==> config.mk <==
export PLATFORM = sky130hd
export DESIGN_NAME = proc_trace_buffer_flat
export DESIGN_NICKNAME = d
export VERILOG_FILES = /design/src/rtl/proc_trace_buffer_pkg.sv /design/src/rtl/proc_trace_buffer_if.sv /design/src/rtl/proc_trace_buffer_fifo.sv /design/src/rtl/proc_trace_buffer.sv /design/src/flat_wrapper.sv
export SDC_FILE = /design/constraint.sdc
export NUM_CORES = 1
export LEC_CHECK = 0
export BUFFER_PORTS_ARGS = -buffer_cell sky130_fd_sc_hd__buf_2
export CAP_MARGIN = 5
export CELL_PAD_IN_SITES_DETAIL_PLACEMENT = 1
export CELL_PAD_IN_SITES_GLOBAL_PLACEMENT = 1
export CORE_UTILIZATION = 53
export CTS_BUF_LIST = sky130_fd_sc_hd__clkbuf_4 sky130_fd_sc_hd__clkbuf_8
export DETAILED_ROUTE_END_ITERATION = 8
export GPL_TIMING_DRIVEN = 1
export PLACE_DENSITY = 0.76
export REMOVE_ABC_BUFFERS = 1
export SLEW_MARGIN = 20
export SYNTH_ARGS = -nofsm -noshare
export SYNTH_HDL_FRONTEND = slang
export SYNTH_HIERARCHICAL = 1
export SYNTH_SLANG_ARGS = --single-unit
export TNS_END_PERCENT = 100
==> constraint.sdc <==
create_clock -name clock -period 18.54 [get_ports clock]
set_input_delay 2.781 -clock clock [delete_from_list [all_inputs] [get_ports clock]]
set_output_delay 2.781 -clock clock [all_outputs]
set_load 0.01 [all_outputs]
==> src/rtl/proc_trace_buffer_pkg.sv <==
// Shared definitions for the processor trace buffer: FSM states, halt-cause codes
// and the trace-entry record layout (shown at the default widths) with its width helper.
package proc_trace_pkg;

  typedef enum logic [1:0] {
    HALT_NONE  = 2'd0,
    HALT_LIMIT = 2'd1,
    HALT_STALL = 2'd2
  } halt_cause_t;

  typedef enum logic [1:0] {
    S_IDLE = 2'd0,
    S_RUN  = 2'd1,
    S_DONE = 2'd2
  } state_t;

  localparam int DEF_DATA_W = 32;
  localparam int DEF_ADDR_W = 12;
  localparam int DEF_REG_W  = 5;
  localparam int DEF_CYC_W  = 16;

  // Field order is the storage order inside the FIFO, MSB first.
  typedef struct packed {
    logic [DEF_CYC_W-1:0]  cycle;
    logic                  rf_valid;
    logic [DEF_REG_W-1:0]  rf_reg;
    logic [DEF_DATA_W-1:0] rf_data;
    logic                  mem_valid;
    logic [DEF_ADDR_W-1:0] mem_addr;
    logic [DEF_DATA_W-1:0] mem_data;
  } trace_entry_t;

  function automatic int entry_width(input int cyc_w, input int reg_w,
                                     input int data_w, input int addr_w);
    return cyc_w + 1 + reg_w + data_w + 1 + addr_w + data_w;
  endfunction

endpackage

==> src/rtl/proc_trace_buffer_if.sv <==
// Tap and drain bundle for proc_trace_buffer: processor writeback/store taps in,
// show-ahead valid/ready read port out.
interface proc_trace_buffer_if #(
  parameter int DATA_W = 32,
  parameter int ADDR_W = 12,
  parameter int REG_W  = 5,
  parameter int CYC_W  = 16
);

  logic [31:0]       pc;
  logic              rf_we;
  logic [REG_W-1:0]  rf_reg;
  logic [DATA_W-1:0] rf_data;
  logic              mem_we;
  logic [ADDR_W-1:0] mem_addr;
  logic [DATA_W-1:0] mem_data;

  logic              rd_ready;
  logic              rd_valid;
  logic [CYC_W-1:0]  rd_cycle;
  logic              rd_rf_valid;
  logic [REG_W-1:0]  rd_rf_reg;
  logic [DATA_W-1:0] rd_rf_data;
  logic              rd_mem_valid;
  logic [ADDR_W-1:0] rd_mem_addr;
  logic [DATA_W-1:0] rd_mem_data;

  modport master (
    output pc, rf_we, rf_reg, rf_data, mem_we, mem_addr, mem_data, rd_ready,
    input  rd_valid, rd_cycle, rd_rf_valid, rd_rf_reg, rd_rf_data,
           rd_mem_valid, rd_mem_addr, rd_mem_data
  );

  modport slave (
    input  pc, rf_we, rf_reg, rf_data, mem_we, mem_addr, mem_data, rd_ready,
    output rd_valid, rd_cycle, rd_rf_valid, rd_rf_reg, rd_rf_data,
           rd_mem_valid, rd_mem_addr, rd_mem_data
  );

endinterface

==> src/rtl/proc_trace_buffer_fifo.sv <==
// trace_fifo: show-ahead synchronous FIFO with extra-MSB pointers; optional overwrite
// mode discards the oldest entry when a push meets a full FIFO with no pop.
module trace_fifo #(
  parameter int WIDTH = 8,
  parameter int DEPTH = 16
) (
  input  logic             clock,
  input  logic             reset,
  input  logic             clear,
  input  logic             push,
  input  logic             pop,
  input  logic             overwrite,
  input  logic [WIDTH-1:0] wdata,
  output logic [WIDTH-1:0] rdata,
  output logic             full,
  output logic             empty
);

  localparam int AW = $clog2(DEPTH);

  logic [AW:0]      wr_ptr;
  logic [AW:0]      rd_ptr;
  logic [WIDTH-1:0] mem [DEPTH];
  logic             do_pop;
  logic             do_push;
  logic             discard;

  assign empty   = (wr_ptr == rd_ptr);
  assign full    = (wr_ptr[AW] != rd_ptr[AW]) && (wr_ptr[AW-1:0] == rd_ptr[AW-1:0]);
  assign do_pop  = pop && !empty;
  assign discard = push && full && !do_pop && overwrite;
  assign do_push = push && (!full || do_pop || overwrite);

  // Zero when empty so the read fields are quiet in reset and between entries.
  assign rdata = empty ? '0 : mem[rd_ptr[AW-1:0]];

  always_ff @(posedge clock or negedge reset) begin
    if (!reset) begin
      wr_ptr <= '0;
      rd_ptr <= '0;
    end else if (clear) begin
      wr_ptr <= '0;
      rd_ptr <= '0;
    end else begin
      if (do_push) wr_ptr <= wr_ptr + 1'b1;
      if (do_pop || discard) rd_ptr <= rd_ptr + 1'b1;
    end
  end

  always_ff @(posedge clock) begin
    if (do_push && !clear) mem[wr_ptr[AW-1:0]] <= wdata;
  end

endmodule

==> src/rtl/proc_trace_buffer.sv <==
// proc_trace_buffer: cycle-stamped capture of regfile writebacks and dmem stores.
// Build option PROC_TRACE_WRAP_EN: keep newest entries (discard oldest) on overflow.
module proc_trace_buffer
  import proc_trace_pkg::*;
#(
  parameter int DATA_W      = 32,
  parameter int ADDR_W      = 12,
  parameter int REG_W       = 5,
  parameter int DEPTH       = 16,
  parameter int CYC_W       = 16,
  parameter int CYCLE_LIMIT = 50,
  parameter int HALT_REPEAT = 4
) (
  input  logic                 clock,
  input  logic                 reset,
  input  logic                 start,
  proc_trace_buffer_if.slave   bus,
  output logic                 running,
  output logic                 done,
  output logic [1:0]           halt_cause,
  output logic                 overflow,
  output logic [CYC_W-1:0]     drop_count
);

  localparam int ENTRY_W = entry_width(CYC_W, REG_W, DATA_W, ADDR_W);
  localparam int STALL_W = $clog2(HALT_REPEAT) + 1;

  typedef struct packed {
    logic [CYC_W-1:0]  cycle;
    logic              rf_valid;
    logic [REG_W-1:0]  rf_reg;
    logic [DATA_W-1:0] rf_data;
    logic              mem_valid;
    logic [ADDR_W-1:0] mem_addr;
    logic [DATA_W-1:0] mem_data;
  } entry_t;

  state_t            state_q, state_d;
  halt_cause_t       cause_q, cause_d;
  logic [CYC_W-1:0]  cyc_q;
  logic [STALL_W-1:0] stall_q;
  logic [31:0]       prev_pc_q;
  logic              overflow_q;
  logic [CYC_W-1:0]  drop_q;

  logic              in_run;
  logic              pc_same;
  logic              limit_at;
  logic              stall_at;
  logic              rf_hit;
  logic              capture;
  logic              pop_fire;
  logic              lost;
  logic              overwrite;
  logic              fifo_full;
  logic              fifo_empty;
  logic [ENTRY_W-1:0] fifo_rdata;
  entry_t            push_entry;
  entry_t            head;

`ifdef PROC_TRACE_WRAP_EN
  assign overwrite = 1'b1;
`else
  assign overwrite = 1'b0;
`endif

  assign in_run   = (state_q == S_RUN);
  assign pc_same  = (bus.pc == prev_pc_q);
  assign limit_at = (cyc_q == CYC_W'(CYCLE_LIMIT - 1));
  // stall_q counts repeats; HALT_REPEAT cycles at one PC means HALT_REPEAT-1 repeats.
  assign stall_at = in_run && pc_same && (stall_q >= STALL_W'(HALT_REPEAT - 2));
  assign rf_hit   = bus.rf_we && (bus.rf_reg != '0);
  assign capture  = in_run && !start && (rf_hit || bus.mem_we);
  assign pop_fire = bus.rd_ready && !fifo_empty;
  assign lost     = capture && fifo_full && !pop_fire;

  always_ff @(posedge clock or negedge reset) begin
    if (!reset) begin
      state_q <= S_IDLE;
      cause_q <= HALT_NONE;
    end else begin
      state_q <= state_d;
      cause_q <= cause_d;
    end
  end

  always_comb begin
    state_d = state_q;
    cause_d = cause_q;
    if (start) begin
      state_d = S_RUN;
      cause_d = HALT_NONE;
    end else begin
      unique case (state_q)
        S_IDLE: state_d = S_IDLE;
        S_RUN: begin
          if (limit_at) begin
            state_d = S_DONE;
            cause_d = HALT_LIMIT;
          end else if (stall_at) begin
            state_d = S_DONE;
            cause_d = HALT_STALL;
          end
        end
        S_DONE: state_d = S_DONE;
        default: state_d = S_IDLE;
      endcase
    end
  end

  always_ff @(posedge clock or negedge reset) begin
    if (!reset) begin
      cyc_q      <= '0;
      stall_q    <= '0;
      prev_pc_q  <= '0;
      overflow_q <= 1'b0;
      drop_q     <= '0;
    end else begin
      prev_pc_q <= bus.pc;
      if (start) begin
        cyc_q      <= '0;
        stall_q    <= '0;
        overflow_q <= 1'b0;
        drop_q     <= '0;
      end else begin
        if (in_run && !limit_at) cyc_q <= cyc_q + 1'b1;
        if (in_run) stall_q <= pc_same ? stall_q + 1'b1 : '0;
        if (lost) begin
          overflow_q <= 1'b1;
          if (drop_q != '1) drop_q <= drop_q + 1'b1;
        end
      end
    end
  end

  // Inactive channel fields stay zero so a consumer can ignore them blindly.
  always_comb begin
    push_entry       = '0;
    push_entry.cycle = cyc_q;
    if (rf_hit) begin
      push_entry.rf_valid = 1'b1;
      push_entry.rf_reg   = bus.rf_reg;
      push_entry.rf_data  = bus.rf_data;
    end
    if (bus.mem_we) begin
      push_entry.mem_valid = 1'b1;
      push_entry.mem_addr  = bus.mem_addr;
      push_entry.mem_data  = bus.mem_data;
    end
  end

  trace_fifo #(
    .WIDTH(ENTRY_W),
    .DEPTH(DEPTH)
  ) u_fifo (
    .clock    (clock),
    .reset    (reset),
    .clear    (start),
    .push     (capture),
    .pop      (bus.rd_ready),
    .overwrite(overwrite),
    .wdata    (push_entry),
    .rdata    (fifo_rdata),
    .full     (fifo_full),
    .empty    (fifo_empty)
  );

  assign head             = fifo_rdata;
  assign bus.rd_valid     = !fifo_empty;
  assign bus.rd_cycle     = head.cycle;
  assign bus.rd_rf_valid  = head.rf_valid;
  assign bus.rd_rf_reg    = head.rf_reg;
  assign bus.rd_rf_data   = head.rf_data;
  assign bus.rd_mem_valid = head.mem_valid;
  assign bus.rd_mem_addr  = head.mem_addr;
  assign bus.rd_mem_data  = head.mem_data;

  assign running    = in_run;
  assign done       = (state_q == S_DONE);
  assign halt_cause = cause_q;
  assign overflow   = overflow_q;
  assign drop_count = drop_q;

endmodule

==> src/flat_wrapper.sv <==
// flat-port wrapper written by rule: the top's interface ports become plain ports
module proc_trace_buffer_flat import proc_trace_pkg::*;
#(
  parameter int DATA_W      = 32,
  parameter int ADDR_W      = 12,
  parameter int REG_W       = 5,
  parameter int DEPTH       = 16,
  parameter int CYC_W       = 16,
  parameter int CYCLE_LIMIT = 50,
  parameter int HALT_REPEAT = 4
)
  (clock, reset, start, running, done, halt_cause, overflow, drop_count, bus_pc, bus_rf_we, bus_rf_reg, bus_rf_data, bus_mem_we, bus_mem_addr, bus_mem_data, bus_rd_ready, bus_rd_valid, bus_rd_cycle, bus_rd_rf_valid, bus_rd_rf_reg, bus_rd_rf_data, bus_rd_mem_valid, bus_rd_mem_addr, bus_rd_mem_data);
  proc_trace_buffer_if #(.DATA_W(DATA_W), .ADDR_W(ADDR_W), .REG_W(REG_W), .CYC_W(CYC_W)) bus_i ();
  input  logic clock;
  input  logic reset;
  input  logic start;
  output logic running;
  output logic done;
  output logic [1:0] halt_cause;
  output logic overflow;
  output logic [CYC_W-1:0] drop_count;
  input wire logic [$bits(bus_i.pc)-1:0] bus_pc;
  input wire logic [$bits(bus_i.rf_we)-1:0] bus_rf_we;
  input wire logic [$bits(bus_i.rf_reg)-1:0] bus_rf_reg;
  input wire logic [$bits(bus_i.rf_data)-1:0] bus_rf_data;
  input wire logic [$bits(bus_i.mem_we)-1:0] bus_mem_we;
  input wire logic [$bits(bus_i.mem_addr)-1:0] bus_mem_addr;
  input wire logic [$bits(bus_i.mem_data)-1:0] bus_mem_data;
  input wire logic [$bits(bus_i.rd_ready)-1:0] bus_rd_ready;
  output wire logic [$bits(bus_i.rd_valid)-1:0] bus_rd_valid;
  output wire logic [$bits(bus_i.rd_cycle)-1:0] bus_rd_cycle;
  output wire logic [$bits(bus_i.rd_rf_valid)-1:0] bus_rd_rf_valid;
  output wire logic [$bits(bus_i.rd_rf_reg)-1:0] bus_rd_rf_reg;
  output wire logic [$bits(bus_i.rd_rf_data)-1:0] bus_rd_rf_data;
  output wire logic [$bits(bus_i.rd_mem_valid)-1:0] bus_rd_mem_valid;
  output wire logic [$bits(bus_i.rd_mem_addr)-1:0] bus_rd_mem_addr;
  output wire logic [$bits(bus_i.rd_mem_data)-1:0] bus_rd_mem_data;
  assign bus_i.pc = bus_pc;
  assign bus_i.rf_we = bus_rf_we;
  assign bus_i.rf_reg = bus_rf_reg;
  assign bus_i.rf_data = bus_rf_data;
  assign bus_i.mem_we = bus_mem_we;
  assign bus_i.mem_addr = bus_mem_addr;
  assign bus_i.mem_data = bus_mem_data;
  assign bus_i.rd_ready = bus_rd_ready;
  assign bus_rd_valid = bus_i.rd_valid;
  assign bus_rd_cycle = bus_i.rd_cycle;
  assign bus_rd_rf_valid = bus_i.rd_rf_valid;
  assign bus_rd_rf_reg = bus_i.rd_rf_reg;
  assign bus_rd_rf_data = bus_i.rd_rf_data;
  assign bus_rd_mem_valid = bus_i.rd_mem_valid;
  assign bus_rd_mem_addr = bus_i.rd_mem_addr;
  assign bus_rd_mem_data = bus_i.rd_mem_data;
  proc_trace_buffer #(.DATA_W(DATA_W), .ADDR_W(ADDR_W), .REG_W(REG_W), .DEPTH(DEPTH), .CYC_W(CYC_W), .CYCLE_LIMIT(CYCLE_LIMIT), .HALT_REPEAT(HALT_REPEAT)) u_core (.clock(clock), .reset(reset), .start(start), .bus(bus_i), .running(running), .done(done), .halt_cause(halt_cause), .overflow(overflow), .drop_count(drop_count));
endmodule
==> metrics.cfg <==
[die]
rows=127
dieArea_um2=122000
start_util_pct=53.4
die_w_um=350
coreArea_um2=120000
ios=240
die_height_um=350

[logic_synthesis]
yosysWarnings=6
synth_seq_cells=1666
synth-edff-count=1584
synth_flop_cell=edfxtp_1
netlist_instances=2926
syn_area_per_cell_um2=21.9
synthArstFlopShare_pct=4.92
syn-cell-area_um2=64000
ys_seq_area_share_pct=77.5
synth_cell_types=64

[layout]
nets=3476
final_cells=5142
design_area_um2=72400
area_growth_pct=13.1
postLayoutCoreUtil_pct=60.4
drive_gt1_share_pct=33.0

[pwr]
power_density_nw_per_um2=118
p_switching_w=0.00215
p_total_w=0.00853
p_int_w=0.00639
power.share.sequential_pct=49.1
comb_power_share_pct=14.6
p_clk_share_pct=36.3
p_leak_nw=23.3
p_sw_share_pct=25.2
ir_drop_uv=108

[route]
drt-total-wl_mm=160
via_per_inst=6.27
postRouteAntennaNets=0
drc_errors=0
drt_pass1_iterations=7
drt-initial-drc-count=3097
wire_per_inst_um=31.2
vias=32300

[clock_tree]
cts_tree=done
clkTransAtPathRegs_ns=0.06
htreeDepth=5
holdBufCountCts=0
cts_buffers=280
cts_max_path_buffers=4
cts_setup_buffers=0
insertion_delay_ns=0.97
cts_root_buffer=clkbuf_8
cts.sinks=1666
post_cts_resized=0

[timing]
min_period_ns=9.00
rsz0062_at_grt=no
fin_setup_tns_ns=0
period_share_pct=48.5
fin_skew_ns=0.0562
worst_pin_slew_ns=1.16
max_slew_margin_pct=22.7
fmax_mhz=111
setup_viol_count_final=0
hold_violations=0
slew_viol_final=0

[grt]
grt_max_degree=126
grt_usage_pct=26.5
grt_pass1_vias=35300
grt_overflow=0
antenna_found_initial=10
grt_first_pass_wirelength_mm=233

[status]
status=finished, final reports clean

[setup_path]
critPathMaxFanout=55
path_class=reg2out
endpoint_kind=output port
critPathArrivalTime_ns=6.22
reg2reg_slack_ns=13.30
r2r_cells=9
cp.required_ns=15.76
crit_path_start_kind=register

[worst_hold_path]
hp-class=reg2reg
holdPathStages=2

[place]
dp_cells=4673
io_buffers=239
gp_congestion=0.750
hpwlAfterDp_mm=83.4
place_area_um2=67100

[run]
drv_cap=0

[cells by family (layout without fill, tap and decap cells)]
logic type | count (synthesis) | count (layout) | synth area share [%]
compound gates | 364 | 364 | 3.83
flops | 1666 | 1666 | 77.5
buf+inv | 188 | 788 | 1.49
other cells | 1 | 5 | 0.00586
fa+ha+maj | 11 | 11 | 0.215
xor+xnor | 51 | 51 | 0.745
mux | 402 | 402 | 14.0
simple gates | 243 | 243 | 2.17
[flip-flops by register name, indices dropped and copies added (netlist names)]
register              flops
u_core/state_q            2
u_core/u_fifo/wr_ptr      5
u_core/u_fifo/rd_ptr      5
u_core/drop_count        16
u_core/u_fifo/mem      1584
u_core/cyc_q             16
u_core/overflow           1
u_core/prev_pc_q         32
u_core/stall_q            3
u_core/halt_cause         2
[worst paths after layout]
| kind | start | to |
|---|---|---|
| setup / recovery | u_core/u_fifo/rd_ptr[0] | bus_rd_rf_data[6] |
| hold reg to reg | u_core/halt_cause[1] | u_core/halt_cause[1] |
| hold / removal | u_core/halt_cause[1] | u_core/halt_cause[1] |
| max in group asynchronous | reset | u_core/u_fifo/rd_ptr[2] |
| setup reg to reg | u_core/state_q[1] | u_core/u_fifo/mem[6][16] |
| min in group asynchronous | reset | u_core/drop_count[10] |
[routing by layer]
layer  up-vias  GRT usage [%]  wire, um
met4         4           9.09      4490
met5         -              0        25
met2      1531           43.4     80300
met1     17300           35.7     63000
li1      13200              -         -
met3       275           5.66     12500
[cell usage after synthesis (3+ instances only)]
| master | n | area share (%) |
|---|---|---|
| buf_2 | 57 | 0.45 |
| o21ai_0 | 9 | 0.070 |
| a21oi_1 | 120 | 0.94 |
| buf_4 | 13 | 0.15 |
| buf_1 | 18 | 0.11 |
| nand4_1 | 16 | 0.16 |
| nand3_1 | 15 | 0.12 |
| nand2_1 | 19 | 0.11 |
| and2_1 | 84 | 0.82 |
| and3_1 | 4 | 0.039 |
| nor3_1 | 8 | 0.063 |
| inv_1 | 18 | 0.11 |
| dfrtp_1 | 82 | 3.2 |
| or3_1 | 12 | 0.12 |
| nor2_1 | 44 | 0.26 |
| o41ai_1 | 4 | 0.055 |
| clkbuf_1 | 65 | 0.38 |
| or4_1 | 11 | 0.13 |
| ha_1 | 11 | 0.21 |
| mux4_2 | 396 | 14 |
| o211ai_1 | 5 | 0.059 |
| nor2b_1 | 6 | 0.059 |
| xor2_1 | 9 | 0.12 |
| xnor2_1 | 38 | 0.52 |
| edfxtp_1 | 1584 | 74 |
| o31ai_1 | 9 | 0.11 |
| nor4_1 | 6 | 0.059 |
| buf_6 | 17 | 0.30 |
| o311ai_0 | 3 | 0.041 |
| xnor2_2 | 4 | 0.10 |
| a22oi_1 | 198 | 2.3 |
[cells in the final DEF (no fill, tap or decap), types with 5 or more instances in the layout]
cell type / instances
clkinv_2: 19
a21oi_1: 120
xnor2_1: 38
buf_4: 53
or4_1: 11
clkinv_1: 44
nor2_1: 31
nand3_1: 15
and2_1: 83
inv_1: 18
buf_6: 7
or3_1: 12
buf_16: 6
nand4_1: 16
mux4_2: 396
o31ai_1: 9
o21ai_0: 9
ha_1: 11
dfrtp_1: 80
nand2_1: 19
nor2_4: 14
o211ai_1: 5
buf_2: 238
edfxtp_1: 1584
nor4_1: 5
xor2_1: 9
clkbuf_8: 293
a22oi_1: 198
clkinvlp_4: 6
clkbuf_4: 96
[cell type report]
type	instances	area, um2
Antenna cell	3	7.51
Clock buffer	389	4750
Clock inverter	74	434
Fill cell	10200	47400
Inverter	18	67.6
Multi-Input combinational cell	1073	13600
Sequential cell	1666	49600
Tap cell	1612	2020
Timing Repair Buffer	307	1890
[worst max-delay path, cell delays in order (launching register included)]
cell and delay (ns):
dfrtp_4 0.45, buf_12 0.34, buf_4 0.76, buf_4 0.81
buf_6 0.70, buf_4 0.79, mux4_2 0.59, a22oi_1 0.24
a21oi_1 0.23, buf_2 0.20
[power groups by stage]
stage | Sequential (W) | Combinational (W) | Clock (W)
2_1_floorplan | 0.00440 | 0.00109 | 0
3_3_place_gp | 0.00426 | 0.00121 | 0
3_5_place_dp | 0.00427 | 0.00125 | 0
4_1_cts | 0.00419 | 0.00126 | 0.00316
5_1_grt | 0.00419 | 0.00133 | 0.00329
6_report | 0.00419 | 0.00125 | 0.00310
[metrics by stage]
step,setup WS (ns),hold WS (ns)
floorplan,-4.45,0.502
global placement,9.58,0.481
detailed placement,9.54,0.473
CTS,8.48,0.500
global route,8.99,0.534
finish,9.54,0.496
No activity file was read; power rests on OpenSTA's default activity.
